## config.mk

```make
export PLATFORM = sky130hd
export DESIGN_NAME = uart_serout
export DESIGN_NICKNAME = d
export VERILOG_FILES = /design/src/rtl/uart_pkg.sv /design/src/rtl/uart_baud_gen.sv /design/src/rtl/uart_serout.sv
export SDC_FILE = /design/constraint.sdc
export NUM_CORES = 1
export LEC_CHECK = 0
export CAP_MARGIN = 0
export CORE_MARGIN = 2
export CORE_UTILIZATION = 40
export CTS_CLUSTER_SIZE = 12
export DETAILED_ROUTE_END_ITERATION = 16
export PLACE_DENSITY = 0.71
export SLEW_MARGIN = 0
export SYNTH_ARGS = -nofsm -noshare
export SYNTH_HDL_FRONTEND = slang
export SYNTH_SLANG_ARGS = --single-unit
```

## constraint.sdc

```tcl
create_clock -name clk_i -period 2.2 [get_ports clk_i]
set_input_delay 0.33 -clock clk_i [delete_from_list [all_inputs] [get_ports clk_i]]
set_output_delay 0.33 -clock clk_i [all_outputs]
set_load 0.02 [all_outputs]
```

## src/rtl/uart_pkg.sv

```systemverilog
// Shared types and helpers for the uart block.
// Frame-state encoding and parity selectors used by TX (and later RX).
package uart_pkg;

   typedef enum logic [2:0] {
      IDLE,
      START,
      DATA,
      PARITY,
      STOP
   } state_t;

   localparam int PAR_NONE = 0;
   localparam int PAR_ODD  = 1;
   localparam int PAR_EVEN = 2;

   function automatic int frame_bits(
      input int data_bits,
      input int parity,
      input int stop_bits
   );
      return 1 + data_bits
             + ((parity != PAR_NONE) ? 1 : 0)
             + stop_bits;
   endfunction

endpackage

```

## src/rtl/uart_baud_gen.sv

```systemverilog
// Bit-period timer: counts 0..CLK_DIV-1 while enabled.
// tick_o marks the last clock of each bit period.
module uart_baud_gen #(
   parameter int CLK_DIV = 234
) (
   input  logic clk_i,
   input  logic rst_i,
   input  logic clr_i,
   input  logic en_i,
   output logic tick_o
);

   localparam int CW = $clog2(CLK_DIV);
   localparam logic [CW-1:0] LAST = CW'(CLK_DIV - 1);

   logic [CW-1:0] cnt_q;

   assign tick_o = en_i & (cnt_q == LAST);

   always_ff @(posedge clk_i or posedge rst_i) begin
      if (rst_i) begin
         cnt_q <= '0;
      end else if (clr_i) begin
         cnt_q <= '0;
      end else if (en_i) begin
         cnt_q <= tick_o ? '0 : cnt_q + 1'b1;
      end
   end

endmodule

```

## src/rtl/uart_serout.sv

```systemverilog
// UART transmit serializer: holding register + shifter, LSB first.
// All outputs are registered; serout_o trails the FSM state by one clock.
module uart_serout #(
   parameter int CLK_DIV   = 234,
   parameter int DATA_BITS = 8,
   parameter int PARITY    = 0,
   parameter int STOP_BITS = 1
) (
   input  logic                 clk_i,
   input  logic                 rst_i,
   input  logic [DATA_BITS-1:0] data_i,
   input  logic                 valid_i,
   output logic                 ready_o,
   output logic                 serout_o,
   output logic                 busy_o,
   output logic                 bit_tick_o
);

   import uart_pkg::*;

   localparam int BW = $clog2(DATA_BITS + 1);

   state_t state_q, state_n;

   logic [DATA_BITS-1:0] hold_q, hold_n;
   logic [DATA_BITS-1:0] shift_q, shift_n;
   logic [BW-1:0]        bit_cnt_q, bit_cnt_n;
   logic                 hold_full_q, hold_full_n;
   logic                 par_q, par_n;
   logic                 serout_q, serout_n;
   logic                 ready_q, busy_q, tick_q;
   logic                 tick, accept, load;

   uart_baud_gen #(
      .CLK_DIV(CLK_DIV)
   ) u_baud (
      .clk_i  (clk_i),
      .rst_i  (rst_i),
      .clr_i  (state_q == IDLE),
      .en_i   (state_q != IDLE),
      .tick_o (tick)
   );

   // ready_q mirrors ~hold_full, so accept only ever hits an empty hold
   assign accept = valid_i & ready_q;

   always_comb begin
      state_n     = state_q;
      hold_n      = hold_q;
      hold_full_n = hold_full_q;
      shift_n     = shift_q;
      par_n       = par_q;
      bit_cnt_n   = bit_cnt_q;
      load        = 1'b0;

      if (accept) begin
         hold_n      = data_i;
         hold_full_n = 1'b1;
      end

      unique case (state_q)
         IDLE: begin
            if (hold_full_q) load = 1'b1;
         end
         START: begin
            if (tick) begin
               state_n   = DATA;
               bit_cnt_n = '0;
            end
         end
         DATA: begin
            if (tick) begin
               shift_n = shift_q >> 1;
               if (bit_cnt_q == BW'(DATA_BITS - 1)) begin
                  state_n = (PARITY != PAR_NONE) ?
                            uart_pkg::PARITY : STOP;
                  bit_cnt_n = '0;
               end else begin
                  bit_cnt_n = bit_cnt_q + 1'b1;
               end
            end
         end
         uart_pkg::PARITY: begin
            if (tick) begin
               state_n   = STOP;
               bit_cnt_n = '0;
            end
         end
         STOP: begin
            if (tick) begin
               if (bit_cnt_q == BW'(STOP_BITS - 1)) begin
                  if (hold_full_q) load = 1'b1;
                  else state_n = IDLE;
               end else begin
                  bit_cnt_n = bit_cnt_q + 1'b1;
               end
            end
         end
         default: state_n = IDLE;
      endcase

      // hold -> shifter; from STOP this chains frames with no idle gap
      if (load) begin
         shift_n     = hold_q;
         par_n       = (PARITY == PAR_EVEN) ? ^hold_q : ~^hold_q;
         hold_full_n = 1'b0;
         bit_cnt_n   = '0;
         state_n     = START;
      end
   end

   always_comb begin
      serout_n = 1'b1;
      unique case (state_q)
         START:            serout_n = 1'b0;
         DATA:             serout_n = shift_q[0];
         uart_pkg::PARITY: serout_n = par_q;
         default:          serout_n = 1'b1;
      endcase
   end

   always_ff @(posedge clk_i or posedge rst_i) begin
      if (rst_i) begin
         state_q     <= IDLE;
         hold_q      <= '0;
         hold_full_q <= 1'b0;
         shift_q     <= '0;
         par_q       <= 1'b0;
         bit_cnt_q   <= '0;
         serout_q    <= 1'b1;
         ready_q     <= 1'b1;
         busy_q      <= 1'b0;
         tick_q      <= 1'b0;
      end else begin
         state_q     <= state_n;
         hold_q      <= hold_n;
         hold_full_q <= hold_full_n;
         shift_q     <= shift_n;
         par_q       <= par_n;
         bit_cnt_q   <= bit_cnt_n;
         serout_q    <= serout_n;
         ready_q     <= ~hold_full_n;
         busy_q      <= (state_q != IDLE) | hold_full_q;
         tick_q      <= tick;
      end
   end

   assign ready_o    = ready_q;
   assign serout_o   = serout_q;
   assign busy_o     = busy_q;
   assign bit_tick_o = tick_q;

endmodule

```

==> summary.txt, run 1 <==
Status
  – Status: finished clean

CTS
  – # hold bufs at CTS: 0
  – Setup Fix Bufs, Post-CTS: 0
  – H-tree Lvls: 2
  – Clock Latency Late Sink: 0.29 ns
  – TritonCTS clock tree: yes
  – Post_cts resized: 0
  – Clock slew at reported path FFs: 0.08 ns
  – Total CTS buffers: 5
  – Clock Tree Buf Depth: 2
  – Clk sinks: 37
  – Root buf cell: clkbuf_8

Logic synthesis
  – Top cell type's share of synthesized area: 0.489
  – Syn Inst Count: 165
  – Syn Nets: 180
  – FF+latch count, synth: 37
  – Yosys warnings: 0
  – Main synth FF type: dfrtp_1
  – Area leader, netlist: dfrtp_1
  – Synth top area cells: dfrtp_1, mux2_2, xnor2_1, o22a_1, dfstp_2
  – Synth top cells by count: dfrtp_1, nand2_1, inv_1, nor2_1, xnor2_1
  – EDFF count, synth: 0
  – Post-Syn Area per Cell: 10.9 um^2
  – Netlist cell types: 41
  – Most frequent cell after synthesis: dfrtp_1
  – Register area share after synthesis: 0.519
  – Area of the mapped netlist: 0.00179 mm^2
  – Ys async rst share: 1.00

Detailed routing
  – ANT nets after route: 0
  – Via Count: 1194
  – Top Metal Used: met4
  – Drt drc: 0
  – Met2 WL post-DR: 1.41 mm
  – Post-Route WL: 3.12 mm
  – Iteration-0 DRC Markers: 74
  – Met1 wire length: 1.56 mm
  – Avg WL per Cell: 13.2 um
  – Met3 routed WL: 82 um
  – Drt via density: 5.04
  – Drt pass-1 iters: 2

Power and ir drop
  – Clk pwr share: 0.274
  – Internal power: 1.79 mW
  – Max VDD drop: 599 uV
  – Power per cell area: 1200 mW/mm^2
  – Switch share: 0.298
  – Sw power: 0.760 mW
  – Leakage: 0.927 nW
  – Logic gate share of total power: 0.282
  – Flop pwr share: 0.444

Layout
  – Layout fillers: 425
  – Post-Route Utilization: 0.492
  – Fin nets: 199
  – Share of post-route cells with drive strength above 1: 0.162
  – ANT cells: 0
  – Area delta synth->final: 18.9%
  – Cell area after layout: 0.00213 mm^2
  – Sequential Area: 928 um^2
  – Multi-input logic area: 793 um^2

Global routing
  – First-pass GRT wire length: 5.53 mm
  – Initial antenna violation count: 0
  – Pin count of the biggest net entering global routing: 38
  – Vias in the first global route: 1179
  – Grt ovf: 0
  – All-Layer GR Usage: 0.140

Floorplanning
  – CORE AREA: 0.00432 mm^2
  – I/O pin count: 15
  – Rows: 24
  – Die W: 70.9 um
  – Initial Utilization: 0.414
  – Total Die Area: 0.00503 mm^2
  – Die height: 70.9 um

STA
  – RSZ-0062 raised after global routing: no
  – Final setup fails: 0
  – Fin. Hold Viols: 0
  – Slew at the pin with the worst max-slew slack: 0.460 ns
  – Tcrit/Tclk final: 0.960
  – Maximum clock frequency: 473 MHz
  – Period minus WS final: 2.11 ns
  – Slew headroom: 0.694
  – Setup TNS: 0 ns
  – Max-slew violations: 0
  – Final WS setup: 0.0877 ns
  – Clk_skew: 0.00789 ns

Setup path
  – Crit-path cells: inv_1 > ha_1 > or3b_1 > or3_4 > a21o_4 > o22a_1 > o21a_1
  – Worst Setup End Kind: flop
  – Slowest CP cell: or3_4
  – Crit-path max cell delay: 0.41 ns
  – Data required, critical path: 2.38 ns
  – CP Max Fanout: 15
  – Arr. time, crit path: 2.30 ns
  – WS Path Type: reg -> reg
  – Startpoint Class: flop

Run
  – Max Cap Viol: 0

Placed design
  – Final RePlAce weighted congestion: 0.777
  – Placed instance area: 0.00199 mm^2
  – # port buffers: 14
  – Final HPWL DP: 2.20 mm
  – Place WS: 0.102 ns

Hold path
  – Hold Path Class: in -> async
==> stage by stage <==
stage                     std cells  power [mW]  hold slack (ns)
after floorplan                 165        1.68            0.447
after global placement          229        1.84            0.470
after detailed placement        229        1.87            0.479
after CTS                       237        2.58            0.459
after global routing            237        2.72            0.508
final                           237        2.55            0.444
==> cell type report <==
type / count / share of cell area
Clock buffer: 5 / 0.0323
Clock inverter: 3 / 0.0306
Inverter: 10 / 0.0176
Multi-Input combinational cell: 112 / 0.373
Sequential cell: 37 / 0.436
Tap cell: 52 / 0.0306
Timing Repair Buffer: 18 / 0.0800
==> power by group through the flow <==
| stage | logic, mW | registers (mW) | clock network, mW |
|---|---|---|---|
| 5_1_grt | 0.817 | 1.17 | 0.736 |
| 2_1_floorplan | 0.591 | 1.09 | 0 |
| 6_report | 0.720 | 1.13 | 0.697 |
| 4_1_cts | 0.732 | 1.13 | 0.717 |
| 3_3_place_gp | 0.703 | 1.14 | 0 |
| 3_5_place_dp | 0.727 | 1.14 | 0 |
==> per-layer routing <==
metal  global-route usage  vias up
met5                    0        -
met4               0.0566        0
met3               0.0385        6
met2                0.209       13
met1                0.192      573
li1                     -      602
==> sequential cells by signal (all words and copies together) (netlist names) <==
name and cells:
u_baud.cnt_q 8, serout_o 1, hold_full_q 1, par_q 1, hold_q 8, ready_o 1, bit_cnt_q 4, shift_q 8
bit_tick_o 1, busy_o 1, state_q 3
==> placed cells by master, fill, tap and decap left out, types with 5 or more instances in the layout <==
cell type | synthesis | final
inv_1 | 10 | 10
o22a_1 | 7 | 7
clkdlybuf4s50_1 | 0 | 14
o21a_1 | 7 | 7
xor2_1 | 5 | 5
clkbuf_8 | 0 | 5
mux2_2 | 7 | 7
nand3_1 | 5 | 5
nor2_1 | 10 | 10
dfrtp_1 | 35 | 35
nand2_1 | 11 | 11
xnor2_1 | 8 | 8
a21oi_1 | 5 | 5
o21ai_0 | 7 | 7
==> critical path: cells and delay by family, from the launching register on <==
family | cells | cell delay, ns
adder cells (fa/ha/maj) | 1 | 0.14
buffers and inverters | 1 | 0.10
AO/OA/AOI/OAI | 3 | 0.59
flip-flops | 1 | 0.40
AND/OR/NAND/NOR | 2 | 0.77
==> cell families (layout without fill, tap and decap cells) <==
group | count (synthesis) | after routing | synth area share
AND/OR/NAND/NOR | 50 | 50 | 0.155
XOR/XNOR | 13 | 13 | 0.0636
flip-flops | 37 | 37 | 0.519
multiplexers | 7 | 7 | 0.0440
buffers and inverters | 16 | 36 | 0.0384
adder cells (fa/ha/maj) | 4 | 4 | 0.0280
AO/OA/AOI/OAI | 38 | 38 | 0.152
==> final timing paths <==
| path | endpoint | from | slack, ns | cells past startpoint |
|---|---|---|---|---|
| min in group clk_i | par_q | par_q | 0.50 | 2 |
| max in group asynchronous | serout_o | rst_i | 1.41 | 3 |
| hold reg to reg | par_q | par_q | 0.50 | 2 |
| hold / removal | shift_q[6] | rst_i | 0.44 | 3 |
| setup reg to reg | shift_q[2] | bit_cnt_q[0] | 0.09 | 7 |
| setup / recovery | shift_q[2] | bit_cnt_q[0] | 0.09 | 7 |
No activity file was read; power rests on OpenSTA's default activity.
==> run 2: changes to the inputs <==
CORE_MARGIN = 3   (was 2)
==> summary.txt, run 2 (synthesized netlist as in run 1, its figures left out) <==
Layout
  – Share of post-route cells with drive strength above 1: 0.174
  – Commonest non-fill, non-tap cell in the layout: dfrtp_1
  – Layout fillers: 400
  – Fin nets: 198
  – Cell area after layout: 0.00209 mm^2
  – Biggest regs: hold_q: 8 flops, shift_q: 8 flops, u_baud.cnt_q: 8 flops
  – Post-Route Utilization: 0.504
  – ANT cells: 0
  – Post-route insts no fill: 234
  – Commonest non-fill, non-tap cells in the layout: dfrtp_1, clkdlybuf4s50_1, nand2_1
  – Area delta synth->final: 16.6%

Status
  – Status: finished clean

Floorplanning
  – Total Die Area: 0.00532 mm^2
  – Initial Utilization: 0.432
  – CORE AREA: 0.00414 mm^2
  – Rows: 23
  – Die height: 72.9 um
  – I/O pin count: 15
  – Die W: 72.9 um

STA
  – Tcrit/Tclk final: 0.971
  – Setup TNS: 0 ns
  – Clk_skew: 0.00306 ns
  – Slew at the pin with the worst max-slew slack: 0.470 ns
  – Slew headroom: 0.687
  – Maximum clock frequency: 468 MHz
  – Max-slew violations: 0
  – Final WS setup: 0.0633 ns
  – Period minus WS final: 2.14 ns
  – Final setup fails: 0
  – Hold WS: 0.437 ns
  – Fin. Hold Viols: 0

Setup path
  – Delay-heaviest family, CP: simple AND/OR/NAND/NOR gates
  – WS Path Type: reg -> reg
  – Arr. time, crit path: 2.32 ns
  – Crit-path max cell delay: 0.53 ns
  – Slowest CP cell: or3_1
  – Data required, critical path: 2.39 ns
  – Buffer and inverter count on the worst path: 1
  – Crit-path cells: inv_1 > ha_1 > nand3_1 > or2_2 > or3_1 > o22a_1 > o21a_1
  – Worst Setup End Kind: flop
  – CP Max Fanout: 9
  – Startpoint Class: flop

Run
  – Max Cap Viol: 0

Global routing
  – Pin count of the biggest net entering global routing: 38
  – All-Layer GR Usage: 0.140
  – Initial antenna violation count: 0
  – Grt ovf: 0
  – Vias in the first global route: 1261
  – First-pass GRT wire length: 5.73 mm

Detailed routing
  – Via Count: 1259
  – ANT nets after route: 0
  – Drt drc: 0
  – Drt via density: 5.38
  – Post-Route WL: 3.29 mm
  – Iteration-0 DRC Markers: 141
  – Avg WL per Cell: 14.0 um
  – Drt pass-1 iters: 6

Placed design
  – Place WS: 0.0845 ns
  – Inst Count DP: 225
  – Placed instance area: 0.00198 mm^2
  – # port buffers: 14
  – Final HPWL DP: 2.27 mm
  – Final RePlAce weighted congestion: 0.962

CTS
  – H-tree Lvls: 2
  – Clock Tree Buf Depth: 2
  – # hold bufs at CTS: 0
  – TritonCTS clock tree: yes
  – Clk sinks: 37
  – Root buf cell: clkbuf_8
  – Clock Latency Late Sink: 0.29 ns
  – Clock slew at reported path FFs: 0.07 ns
  – Total CTS buffers: 5

Power and ir drop
  – Power per cell area: 1110 mW/mm^2
  – Power Total: 2.32 mW
  – Leakage: 0.891 nW
  – Max VDD drop: 646 uV

Hold path
  – Hold Path Class: in -> async
-- run 2: final cells by class --
cell class / instances / area (um^2) / share of cell area
clock inverter: 2 / 15.0 / 0.00719
inverter: 10 / 37.5 / 0.0180
multi-input combinational: 113 / 816 / 0.391
clock buffer: 6 / 72.6 / 0.0348
sequential: 37 / 928 / 0.445
tap: 50 / 62.6 / 0.0300
timing repair buffer: 16 / 155 / 0.0743
-- run 2: worst paths after layout --
check | from | end | slack, ns | depth (start not counted)
max | u_baud.cnt_q[1] | shift_q[1] | 0.06 | 7
min in group clk_i | shift_q[3] | shift_q[3] | 0.50 | 1
min | rst_i | hold_q[5] | 0.44 | 3
max reg2reg | u_baud.cnt_q[1] | shift_q[1] | 0.06 | 7
min reg2reg | shift_q[3] | shift_q[3] | 0.50 | 1
max in group asynchronous | rst_i | serout_o | 1.40 | 3
-- run 2: where the power goes --
part           total, mW  switching (mW)  internal (mW)
registers           1.13           0.203          0.924
logic              0.726           0.309          0.417
clock network      0.468           0.245          0.223
-- run 2: layer usage --
layer | track usage | routed length, um | up-vias
met1 | 0.177 | 1520 | 615
li1 | - | - | 610
met3 | 0.0537 | 148 | 9
met4 | 0.0635 | 74 | 0
met2 | 0.212 | 1550 | 25
met5 | 0 | 0 | -
-- run 2: repair_timing --
action | in CTS | in global routing
setup endpoints to repair | 0 | 8
gates resized for setup | 0 | 4
buffers inserted | 0 | 0
-- run 2: worst register-to-register path: stages (launching register included) --
cell and delay, ns:
dfrtp_1 0.41, inv_1 0.07, ha_1 0.15, nand3_1 0.16, or2_2 0.36, or3_1 0.53, o22a_1 0.25, o21a_1 0.10
